--- config.mk ---
export PLATFORM = sky130hd
export DESIGN_NAME = spi_slave_cmd_regfile
export DESIGN_NICKNAME = d
export VERILOG_FILES = /design/src/rtl/spi_cmd_pkg.sv /design/src/rtl/spi_slave_driver.sv /design/src/rtl/spi_slave_cmd_regfile.sv
export SDC_FILE = /design/constraint.sdc
export NUM_CORES = 1
export LEC_CHECK = 0
export CORE_MARGIN = 2
export CORE_UTILIZATION = 55
export CTS_BUF_LIST = sky130_fd_sc_hd__clkbuf_8 sky130_fd_sc_hd__clkbuf_16
export DETAILED_ROUTE_END_ITERATION = 12
export PLACE_DENSITY = 0.8
export SYNTH_ARGS = -nofsm -noshare
export SYNTH_HDL_FRONTEND = slang
export SYNTH_SLANG_ARGS = --single-unit
export TNS_END_PERCENT = 30
--- constraint.sdc ---
create_clock -name clk -period 2.6 [get_ports clk]
set_input_delay 0.26 -clock clk [delete_from_list [all_inputs] [get_ports clk]]
set_output_delay 0.26 -clock clk [all_outputs]
set_load 0.01 [all_outputs]
--- src/rtl/spi_cmd_pkg.sv ---
// Shared definitions for the SPI command/register-file slave.
// Contents:
//   - opcode constants for the first byte of a frame
//   - idle response byte
//   - bit positions of the sticky status flags
//   - frame decoder state encoding
package spi_cmd_pkg;

    localparam logic [7:0] OP_START   = 8'h06;
    localparam logic [7:0] OP_STOP    = 8'h04;
    localparam logic [7:0] OP_WR_BASE = 8'h90;
    localparam logic [7:0] OP_RD_BASE = 8'hA0;
    localparam logic [7:0] OP_STATUS  = 8'hAF;

    localparam logic [7:0] RESP_IDLE  = 8'hFF;

    localparam int ST_BAD_OP    = 0;
    localparam int ST_CRC_ERR   = 1;
    localparam int ST_FRAME_ERR = 2;

    typedef enum logic [2:0] {
        S_IDLE,
        S_W_PAYLOAD,
        S_W_CHECK,
        S_R_PAYLOAD,
        S_R_CSUM,
        S_R_STATUS,
        S_DISCARD
    } state_t;

endpackage

--- src/rtl/spi_slave_driver.sv ---
// Byte-level SPI slave, MSB first, oversampled in the clk domain.
// Ports:
//   clk, rst_n      system clock, async active-low reset
//   mode            {CPOL, CPHA}
//   sclk, cs_n,mosi SPI pins (asynchronous to clk)
//   miso            SPI data out, idles high while cs_n is high
//   response_data   byte shifted out during the next transfer
//   rec_data        last received byte
//   rec_valid       one-cycle strobe when rec_data is new
module spi_slave_driver (
    input  logic       clk,
    input  logic       rst_n,
    input  logic [1:0] mode,
    input  logic       sclk,
    input  logic       cs_n,
    input  logic       mosi,
    output logic       miso,
    input  logic [7:0] response_data,
    output logic [7:0] rec_data,
    output logic       rec_valid
);

    logic [2:0] sclk_sync;
    logic [1:0] cs_sync;
    logic [1:0] mosi_sync;
    logic [2:0] bit_cnt;
    logic [7:0] rx_shift;
    logic [7:0] tx_shift;
    logic       sclk_rise;
    logic       sclk_fall;
    logic       sample_on_rise;
    logic       sample_edge;
    logic       shift_edge;
    logic       cs_active;

    // Modes 0 and 3 sample on the rising edge, modes 1 and 2 on the falling edge.
    assign sample_on_rise = ~(mode[1] ^ mode[0]);
    assign sclk_rise      = sclk_sync[1] & ~sclk_sync[2];
    assign sclk_fall      = ~sclk_sync[1] & sclk_sync[2];
    assign sample_edge    = sample_on_rise ? sclk_rise : sclk_fall;
    assign shift_edge     = sample_on_rise ? sclk_fall : sclk_rise;
    assign cs_active      = ~cs_sync[1];

    assign miso = cs_n ? 1'b1 : tx_shift[7];

    always_ff @(posedge clk or negedge rst_n) begin
        if (!rst_n) begin
            sclk_sync <= 3'b000;
            cs_sync   <= 2'b11;
            mosi_sync <= 2'b00;
        end else begin
            sclk_sync <= {sclk_sync[1:0], sclk};
            cs_sync   <= {cs_sync[0], cs_n};
            mosi_sync <= {mosi_sync[0], mosi};
        end
    end

    // Between bytes (bit_cnt == 0) the transmit register keeps reloading the
    // latest response, so a response written just after rec_valid is still
    // picked up. The shift edge that coincides with a byte boundary is ignored
    // so the MSB is presented for the first bit of every byte.
    always_ff @(posedge clk or negedge rst_n) begin
        if (!rst_n) begin
            bit_cnt   <= 3'd0;
            rx_shift  <= 8'h00;
            tx_shift  <= 8'hFF;
            rec_data  <= 8'h00;
            rec_valid <= 1'b0;
        end else begin
            rec_valid <= 1'b0;
            if (!cs_active) begin
                bit_cnt  <= 3'd0;
                rx_shift <= 8'h00;
            end else if (sample_edge) begin
                rx_shift <= {rx_shift[6:0], mosi_sync[1]};
                bit_cnt  <= bit_cnt + 3'd1;
                if (bit_cnt == 3'd7) begin
                    rec_data  <= {rx_shift[6:0], mosi_sync[1]};
                    rec_valid <= 1'b1;
                end
            end
            if (bit_cnt == 3'd0) begin
                tx_shift <= response_data;
            end else if (shift_edge && cs_active) begin
                tx_shift <= {tx_shift[6:0], 1'b1};
            end
        end
    end

endmodule

--- src/rtl/spi_slave_cmd_regfile.sv ---
// SPI command decoder driving a bank of parameter registers.
// Ports:
//   clk, rst_n       system clock, async active-low reset
//   sclk,cs_n,mosi   SPI pins; miso SPI data out
//   machine_start/stop  one-cycle pulses from the START/STOP opcodes
//   reg_data         NUM_REGS registers, register i at [i*DATA_W +: DATA_W]
//   reg_update       one-cycle pulse on bit i when register i commits
//   feedback_data    NUM_FB readable channels, channel j at [j*DATA_W +: DATA_W]
//   err_cnt          saturating count of frame errors
// Writes carry an XOR checksum and commit the whole register at once.
module spi_slave_cmd_regfile
    import spi_cmd_pkg::*;
#(
    parameter int         NUM_REGS       = 4,
    parameter int         NUM_FB         = 2,
    parameter int         DATA_BYTES     = 2,
    parameter int         TIMEOUT_CYCLES = 50000,
    parameter logic [1:0] SPI_MODE       = 2'b00
) (
    input  logic                         clk,
    input  logic                         rst_n,
    input  logic                         sclk,
    input  logic                         cs_n,
    input  logic                         mosi,
    output logic                         miso,
    output logic                         machine_start,
    output logic                         machine_stop,
    output logic [NUM_REGS*8*DATA_BYTES-1:0] reg_data,
    output logic [NUM_REGS-1:0]          reg_update,
    input  logic [NUM_FB*8*DATA_BYTES-1:0] feedback_data,
    output logic [7:0]                   err_cnt
);

    localparam int DATA_W = 8 * DATA_BYTES;
    localparam int IDX_W  = (DATA_BYTES > 1) ? $clog2(DATA_BYTES) : 1;
    localparam int IDX1_W = IDX_W + 1;
    localparam int TO_W   = $clog2(TIMEOUT_CYCLES + 1);
    localparam logic [IDX_W-1:0] LAST_IDX   = IDX_W'(DATA_BYTES - 1);
    localparam logic [TO_W-1:0]  TO_LIMIT   = TO_W'(TIMEOUT_CYCLES - 1);
    localparam logic [4:0]       NUM_REGS_L = 5'(NUM_REGS);
    localparam logic [4:0]       NUM_FB_L   = 5'(NUM_FB);

    logic [7:0]        rx_data;
    logic              rx_valid;
    logic [7:0]        response;
    state_t            state;
    state_t            state_next;
    logic [IDX_W-1:0]  byte_idx;
    logic [IDX1_W-1:0] byte_next;
    logic [DATA_W-1:0] shadow;
    logic [DATA_W-1:0] snapshot;
    logic [DATA_W-1:0] fb_word;
    logic [7:0]        snap_next;
    logic [7:0]        snap_xor;
    logic [7:0]        csum;
    logic [3:0]        reg_sel;
    logic [2:0]        status;
    logic [2:0]        status_set;
    logic [TO_W-1:0]   to_cnt;
    logic [1:0]        cs_sync;
    logic              cs_prev;
    logic              cs_rise;
    logic              timeout_hit;
    logic              abort;
    logic              frame_fault;
    logic              bad_op_evt;
    logic              crc_evt;
    logic              commit;
    logic              clr_status;
    logic              op_write;
    logic              op_read;
    logic              last_byte;

    spi_slave_driver u_driver (
        .clk           (clk),
        .rst_n         (rst_n),
        .mode          (SPI_MODE),
        .sclk          (sclk),
        .cs_n          (cs_n),
        .mosi          (mosi),
        .miso          (miso),
        .response_data (response),
        .rec_data      (rx_data),
        .rec_valid     (rx_valid)
    );

    assign op_write  = (rx_data[7:4] == OP_WR_BASE[7:4]) && ({1'b0, rx_data[3:0]} < NUM_REGS_L);
    assign op_read   = (rx_data[7:4] == OP_RD_BASE[7:4]) && ({1'b0, rx_data[3:0]} < NUM_FB_L);
    assign last_byte = (byte_idx == LAST_IDX);
    assign byte_next = {1'b0, byte_idx} + IDX1_W'(1);
    assign cs_rise   = cs_sync[1] & ~cs_prev;
    // DISCARD is left only by cs_n going high, so it never times out.
    assign timeout_hit = (state != S_IDLE) && (state != S_DISCARD) && (to_cnt == TO_LIMIT);

    // Byte lanes of the captured feedback word and the channel chosen by the opcode.
    always_comb begin
        snap_next = 8'h00;
        snap_xor  = 8'h00;
        fb_word   = '0;
        for (int b = 0; b < DATA_BYTES; b++) begin
            snap_xor = snap_xor ^ snapshot[8*b +: 8];
            if (byte_next == IDX1_W'(b)) begin
                snap_next = snapshot[8*b +: 8];
            end
        end
        for (int j = 0; j < NUM_FB; j++) begin
            if (rx_data[3:0] == 4'(j)) begin
                fb_word = feedback_data[j*DATA_W +: DATA_W];
            end
        end
    end

    always_ff @(posedge clk or negedge rst_n) begin
        if (!rst_n) begin
            state <= S_IDLE;
        end else begin
            state <= state_next;
        end
    end

    // Next state and per-cycle events. An aborted frame (cs_n rising or
    // timeout) takes priority over a byte arriving in the same cycle.
    always_comb begin
        state_next  = state;
        abort       = 1'b0;
        frame_fault = 1'b0;
        bad_op_evt  = 1'b0;
        crc_evt     = 1'b0;
        commit      = 1'b0;
        clr_status  = 1'b0;
        if ((state != S_IDLE) && (state != S_DISCARD) && (cs_rise || timeout_hit)) begin
            abort       = 1'b1;
            state_next  = S_IDLE;
            frame_fault = (state == S_W_PAYLOAD) || (state == S_W_CHECK);
        end else if ((state == S_DISCARD) && cs_rise) begin
            state_next = S_IDLE;
        end else if (rx_valid) begin
            case (state)
                S_IDLE: begin
                    if (rx_data == OP_STATUS) begin
                        state_next = S_R_STATUS;
                    end else if (op_write) begin
                        state_next = S_W_PAYLOAD;
                    end else if (op_read) begin
                        state_next = S_R_PAYLOAD;
                    end else if ((rx_data != OP_START) && (rx_data != OP_STOP)) begin
                        bad_op_evt = 1'b1;
                        state_next = S_DISCARD;
                    end
                end
                S_W_PAYLOAD: if (last_byte) state_next = S_W_CHECK;
                S_W_CHECK: begin
                    commit     = (rx_data == csum);
                    crc_evt    = (rx_data != csum);
                    state_next = S_IDLE;
                end
                S_R_PAYLOAD: if (last_byte) state_next = S_R_CSUM;
                S_R_CSUM:    state_next = S_IDLE;
                S_R_STATUS: begin
                    clr_status = 1'b1;
                    state_next = S_IDLE;
                end
                default: state_next = state;
            endcase
        end
        status_set               = 3'b000;
        status_set[ST_BAD_OP]    = bad_op_evt;
        status_set[ST_CRC_ERR]   = crc_evt;
        status_set[ST_FRAME_ERR] = frame_fault;
    end

    // Datapath: shadow buffer, checksum, read snapshot, response byte,
    // registers, pulses, sticky status, error counter and inter-byte timer.
    always_ff @(posedge clk or negedge rst_n) begin
        if (!rst_n) begin
            cs_sync       <= 2'b11;
            cs_prev       <= 1'b1;
            to_cnt        <= '0;
            byte_idx      <= '0;
            shadow        <= '0;
            snapshot      <= '0;
            csum          <= 8'h00;
            reg_sel       <= 4'h0;
            response      <= RESP_IDLE;
            status        <= 3'b000;
            err_cnt       <= 8'h00;
            reg_data      <= '0;
            reg_update    <= '0;
            machine_start <= 1'b0;
            machine_stop  <= 1'b0;
        end else begin
            cs_sync       <= {cs_sync[0], cs_n};
            cs_prev       <= cs_sync[1];
            reg_update    <= '0;
            machine_start <= 1'b0;
            machine_stop  <= 1'b0;

            if ((state == S_IDLE) || rx_valid) begin
                to_cnt <= '0;
            end else if (to_cnt != TO_LIMIT) begin
                to_cnt <= to_cnt + TO_W'(1);
            end

            if ((bad_op_evt || crc_evt || frame_fault) && (err_cnt != 8'hFF)) begin
                err_cnt <= err_cnt + 8'd1;
            end
            status <= (clr_status ? 3'b000 : status) | status_set;

            if (abort) begin
                response <= RESP_IDLE;
            end else if (rx_valid) begin
                response <= RESP_IDLE;
                case (state)
                    S_IDLE: begin
                        machine_start <= (rx_data == OP_START);
                        machine_stop  <= (rx_data == OP_STOP);
                        byte_idx      <= '0;
                        reg_sel       <= rx_data[3:0];
                        csum          <= rx_data;
                        if (rx_data == OP_STATUS) begin
                            response <= {5'b00000, status};
                        end else if (op_read) begin
                            snapshot <= fb_word;
                            response <= fb_word[7:0];
                        end
                    end
                    S_W_PAYLOAD: begin
                        for (int b = 0; b < DATA_BYTES; b++) begin
                            if (byte_idx == IDX_W'(b)) begin
                                shadow[8*b +: 8] <= rx_data;
                            end
                        end
                        csum     <= csum ^ rx_data;
                        byte_idx <= byte_idx + IDX_W'(1);
                    end
                    S_W_CHECK: begin
                        for (int i = 0; i < NUM_REGS; i++) begin
                            if (commit && (reg_sel == 4'(i))) begin
                                reg_data[i*DATA_W +: DATA_W] <= shadow;
                                reg_update[i]                <= 1'b1;
                            end
                        end
                    end
                    S_R_PAYLOAD: begin
                        response <= last_byte ? snap_xor : snap_next;
                        byte_idx <= byte_idx + IDX_W'(1);
                    end
                    default: response <= RESP_IDLE;
                endcase
            end
        end
    end

endmodule

; Word level (Yosys, flattened, before mapping)
; Index checks and enable logic that the tools add are counted.
[word_totals]
ff_bits = 190
out_inout_bits = 79
wordCells = 192
[classes]
n_addsub = 5
bitwise = 13
reduce_logical = 46
n_mux = 70
n_eq_ne = 28
n_lt_le_gt_ge = 2
[ops]
columns = op, n
row1 = 8-bit two-way mux, 9
row2 = 16-bit two-way mux, 4
row3 = 1-bit two-way mux, 36
row4 = 3-bit two-way mux, 12
row5 = 8-bit one-hot mux with 2 select lines, 2
row6 = 4-bit AND reduction, 6
row7 = 16-bit by 1-bit adder with 16-bit output (second input constant), 1
row8 = 16-bit equality test (second input constant), 1
row9 = 8-bit by 3-bit equality test with 1-bit output (second input constant), 2
row10 = 16-bit != test (second input constant), 1
row11 = 8-bit by 3-bit != test with 1-bit output (second input constant), 2
row12 = 8-bit XOR, 2
row13 = 7-bit two-way mux, 2
row14 = 1-bit logical AND, 13
row15 = 3-bit equality test (second input constant), 4
row16 = 4-bit two-way mux, 3
row17 = 3-bit one-hot mux with 4 select lines, 1
row18 = 3-bit AND reduction, 4
row19 = 2-bit nonzero test, 6
row20 = 5-bit AND reduction, 2
row21 = 8-bit by 1-bit adder with 8-bit output (second input constant), 1
row22 = 4-bit by 1-bit equality test with 1-bit output (second input constant), 2
row23 = 4-bit by 2-bit equality test with 1-bit output (second input constant), 2
row24 = 4-bit equality test (second input constant), 2
row25 = other kinds (28), 44

; Logic depth before layout (Yosys ltp)
[logic_depth]
depth_word = 13
ltp_mapped = 10

; Cells and area by module
; A second synthesis with hierarchy kept.
[hier_totals]
hier_cells = 712
hier_area_um2 = 8495.6
[modules_own_cells]
columns = mod, n_inst, seq_area_each_um2, area_each_um2, cells_per_inst
row1 = spi_slave_cmd_regfile, 1, 3917.5, 7106.8, 612
row2 = spi_slave_driver, 1, 863.3, 1388.8, 100

; Worst setup path after synthesis
; OpenSTA, ideal clock, no wires.
[synth_path]
path_type = register to register
from = reg to_cnt[0]
to = reg reg_data[10]
path_stages_with_launch = 10
n_path_buf = 2
setup_ns = 0.125
setup_slack_ns = 0.316
synth_period_minus_slack_ns = 2.284
t_arrival_ns = 2.159
cell_sequence = dfrtp_1 > ha_1 > and3_4 > buf_6 > nand4_4 > and3_4 > nand3_4 > nor3_2 > buf_4 > mux2_2
[synth_between]
elab_chain_cells = 7
[synth_rtl]
columns = item, line_no
row1 = start: declaration, spi_slave_cmd_regfile.sv:59  ; logic [TO_W-1:0] to_cnt;
row2 = start signal: assignment, spi_slave_cmd_regfile.sv:201  ; to_cnt <= to_cnt + TO_W'(1);
row3 = 16-bit equality test *, spi_slave_cmd_regfile.sv:93  ; assign timeout_hit = (state != S_IDLE) && (state != S_DISCARD) && (to_cnt == TO_LIMIT);
row4 = 1-bit logical AND *, spi_slave_cmd_regfile.sv:93
row5 = 1-bit logical OR *, spi_slave_cmd_regfile.sv:131  ; if ((state != S_IDLE) && (state != S_DISCARD) && (cs_rise || timeout_hit)) begin
row6 = 1-bit logical AND *, spi_slave_cmd_regfile.sv:131
row7 = 1-bit two-way mux, spi_slave_cmd_regfile.sv:131
row8 = 1-bit logical AND / 1-bit NOT (equally long branches), -
row9 = 4-bit AND reduction (no line) *, -
row10 = end signal: indexed assignment, spi_slave_cmd_regfile.sv:239  ; reg_data[i*DATA_W +: DATA_W] <= shadow;
row11 = end: declaration, spi_slave_cmd_regfile.sv:28  ; output logic [NUM_REGS*8*DATA_BYTES-1:0] reg_data,
; Every way passes the cells marked *; elsewhere a longest branch is shown, timed or not.
; A chain may end at the register's enable or synchronous reset.

; Final worst setup path
[layout_path]
from = reg to_cnt[0]
to = reg csum[0]
[layout_between]
elab_chain_cells = 7
[layout_rtl]
columns = item, line_no
row1 = 16-bit equality test, spi_slave_cmd_regfile.sv:93
row2 = 1-bit logical AND, spi_slave_cmd_regfile.sv:93
row3 = 1-bit logical OR, spi_slave_cmd_regfile.sv:131
row4 = 1-bit logical AND, spi_slave_cmd_regfile.sv:131
row5 = 1-bit two-way mux, spi_slave_cmd_regfile.sv:131
row6 = 1-bit NOT (no line), -
row7 = 3-bit AND reduction (no line), -
row8 = end signal: assignment, spi_slave_cmd_regfile.sv:219  ; csum <= rx_data;
row9 = end signal: assignment, spi_slave_cmd_regfile.sv:233  ; csum <= csum ^ rx_data;
row10 = end: declaration, spi_slave_cmd_regfile.sv:55  ; logic [7:0] csum;
; Every way passes these cells.

==> flow_summary.toml <==
[outcome]
status = "completed"

[sta]
max_freq_mhz = 410
rsz0062_at_grt = "no"
finalSetupTns_ns = 0
finClkSkew_ns = 0.00877
max_slew_margin_pct = 41.0
min_period_ns = 2.44
layout_setup_ws_ns = 0.160
finalCritPeriodShare_pct = 93.8
hold_violations = 0
setup_violations = 0
max_slew.worst_pin.slew_ns = 0.882
drv_slew = 0

[critical_path]
worstPathCellList = "ha_1 > and3_4 > nand4_4 > a22oi_2 > buf_4 > a211oi_2 > nor2_1 > a311oi_1"
crit_path_end_kind = "flip-flop"
crit_path_start = "to_cnt[0]"
critPathMaxFanout = 10
critPathLaunchType = "flip-flop"
critPathRequiredTime_ns = 2.91
rr_worst_depth = 8
cpMaxStageDelayCell = "a211oi_2"
crit_type = "reg -> reg"
r2r-end = "csum[0]"
slowest_delay_ns = 0.57
worstReg2RegStart = "to_cnt[0]"
worst_ep_arrival_time_ns = 2.75
r2r_slack_ns = 0.16

[cells_and_area]
area_delta_synth_final_pct = 24.2
diodes = 0
drive_above_1_share_pct = 23.0
finalNonFillerCells = 1013
finalNetCount = 858
design_area_um2 = 10300

[clocking]
postCtsSetupBuffers = 0
cts_made_buffers = 17
clk_transition_reported_paths_ns = 0.07
clock-sinks = 188
root_buffer = "clkbuf_16"
cts_htree_levels = 4
cts_tree = "yes"
ctsResizeCount = 0
worst_skew_pair.late_latency_ns = 0.43
cts_buffer_depth = 2

[placed_design]
dp.cells = 980
gp_congestion = 0.924
dp_hpwl_mm = 12.5
dp_slack_ns = 0.278
dpl_cell_area_um2 = 9680
port_buffers = 115

[hold_path]
hold_start = "cs_n"
min_to = "u_driver.cs_sync[0]"
hold_path_depth = 1
min_path_type = "in -> reg"

[floorplanning]
ios = 116
die_area_um2 = 16100
die_h_um = 127
start_util_pct = 56.8
rows = 44
die_x_um = 127
core_um2 = 14600

[power]
finalPower_w = 0.00587
powerDensity_nw_per_um2 = 568
worst_ir_drop_vdd_v = 0.000447
leakage_nw = 4.64

[logic_synthesis]
synth_nets = 739
async_flop_share_pct = 100
synth-seq-area-share_pct = 56.8
synth_cells = 697
synth-edff-count = 0
ys.flop_type = "dfrtp_1"
yosys_register_bits = 188
syn_avg_cell_area_um2 = 11.9
yosysUniqueCellTypes = 64
yosys_warnings = 0
syn-cell-area_um2 = 8320

[global_routing]
grt_pass1_vias = 5949
grt_max_degree = 83
antenna_found_initial = 0
gr-usage-all-layers_pct = 23.2
overflow = 0
grt_pass1_wl_mm = 29.8

[drt]
drc_errors = 0
detail_route.wl_per_cell_um = 17.6
detail_route.first_pass.iterations = 5
routed_wl_mm = 17.9
vias = 5861
postRouteAntennaNets = 0
drt-vias-per-instance = 5.79
drt-initial-drc-count = 393

[run]
maxCapViolations = 0
where the power goes:
group          leakage, nW  internal, W  switching (W)
clock network        0.311      0.00162        0.00115
logic                 1.87    0.0000708      0.0000909
registers             2.46      0.00294     0.00000641
total                 4.64      0.00463        0.00125
registers in the layout (all words and copies together) (netlist names), 2 cells and up:
register / cells
reg_data: 64
response: 8
err_cnt: 8
u_driver.sclk_sync: 3
reg_sel: 4
u_driver.rec_data: 8
u_driver.rx_shift: 7
state: 3
status: 3
reg_update: 4
to_cnt: 16
u_driver.bit_cnt: 3
csum: 8
snapshot: 16
shadow: 16
u_driver.tx_shift: 8
u_driver.mosi_sync: 2
critical path: cells and delay by family, from the launching register on:
family,cells,cell delay [ns]
fa+ha+maj,1,0.24
flops,1,0.42
simple gates,3,0.43
compound gates,3,1.05
buf+inv,1,0.18
through the flow:
step,hold slack (ns),util [%]
floorplan,-0.0356,-
global placement,0.306,66.1
detailed placement,0.317,66.1
CTS,0.251,70.5
global route,0.266,70.5
finish,0.255,70.5
synthesized netlist by cell type, types with 6 or more instances:
master | number | area [um^2]
nand2_1 | 77 | 289
nor2b_1 | 6 | 37.5
a21oi_1 | 28 | 140
and3_1 | 7 | 43.8
a311oi_1 | 7 | 61.3
o21ai_0 | 38 | 190
dfstp_2 | 19 | 499
nand3_1 | 13 | 65.1
nor3_2 | 7 | 70.1
inv_1 | 8 | 30.0
nand2b_1 | 11 | 68.8
clkbuf_1 | 24 | 90.1
xnor2_1 | 13 | 114
mux2_2 | 80 | 901
a22oi_1 | 16 | 120
xor2_1 | 21 | 184
nor2_1 | 45 | 169
mux2i_1 | 9 | 90.1
buf_2 | 6 | 30.0
mux2_4 | 10 | 150
dfrtp_1 | 169 | 4230
layout by cell type, fill, tap and decap left out, drive strengths merged, types with 3 or more instances in the layout:
cell | synthesis | final
nor4 | 3 | 3
xor2 | 21 | 21
nand3 | 14 | 14
clkbuf | 24 | 20
o32a | 5 | 5
inv | 8 | 15
clkdlybuf4s50 | 0 | 114
a311oi | 7 | 7
xnor2 | 13 | 13
and3 | 9 | 9
o22ai | 3 | 3
nor3 | 11 | 11
a22oi | 17 | 17
o22a | 3 | 3
mux2i | 9 | 9
mux2 | 91 | 91
a31oi | 3 | 3
nand2 | 77 | 77
nor2b | 6 | 6
nand2b | 11 | 11
ha | 5 | 5
dfstp | 19 | 19
o21ai | 39 | 39
bufinv | 0 | 3
a21oi | 28 | 28
dfrtp | 169 | 169
buf | 15 | 24
nand4 | 6 | 6
or2 | 5 | 5
nor2 | 47 | 47
and2 | 5 | 5
layout make-up:
class                           instances  area, um^2
Multi-Input combinational cell        462        3360
Tap cell                              184         230
Fill cell                             997        4310
Timing Repair Buffer                  139        1350
Clock buffer                           20         467
Sequential cell                       188        4730
Clock inverter                         12         170
Inverter                                8        30.0
per-layer routing:
layer | routed length [um] | track usage (%)
met1 | 7840 | 31.1
met2 | 8930 | 38.9
met3 | 797 | 3.73
met4 | 301 | 8.02
met5 | 0 | 0
kinds of logic (layout without fill, tap and decap cells):
kind of cell	after synthesis	count (layout)	share of synthesized area (%)
AND/OR/NAND/NOR	206	206	13.2
flip-flops	188	188	56.8
AO/OA/AOI/OAI	117	117	8.98
multiplexers	100	100	13.9
buffers and inverters	47	179	2.81
XOR/XNOR	34	34	3.58
adder cells (fa/ha/maj)	5	5	0.752
how the worst max path moves through the flow:
stage	end	slack (ns)
6_report	csum[0]	0.16
5_1_grt	csum[0]	0.08
4_1_cts	csum[0]	0.21
3_5_place_dp	err_cnt[6]	0.28
3_3_place_gp	err_cnt[6]	0.39
2_1_floorplan	reg_data[10]	0.32
repair_timing:
| item | in CTS | in global routing |
|---|---|---|
| hold buffers | 1 | 0 |
| setup endpoints to repair | 0 | 0 |
| endpoints found under the hold margin | 62 | 0 |
No activity file was read; power rests on OpenSTA's default activity.
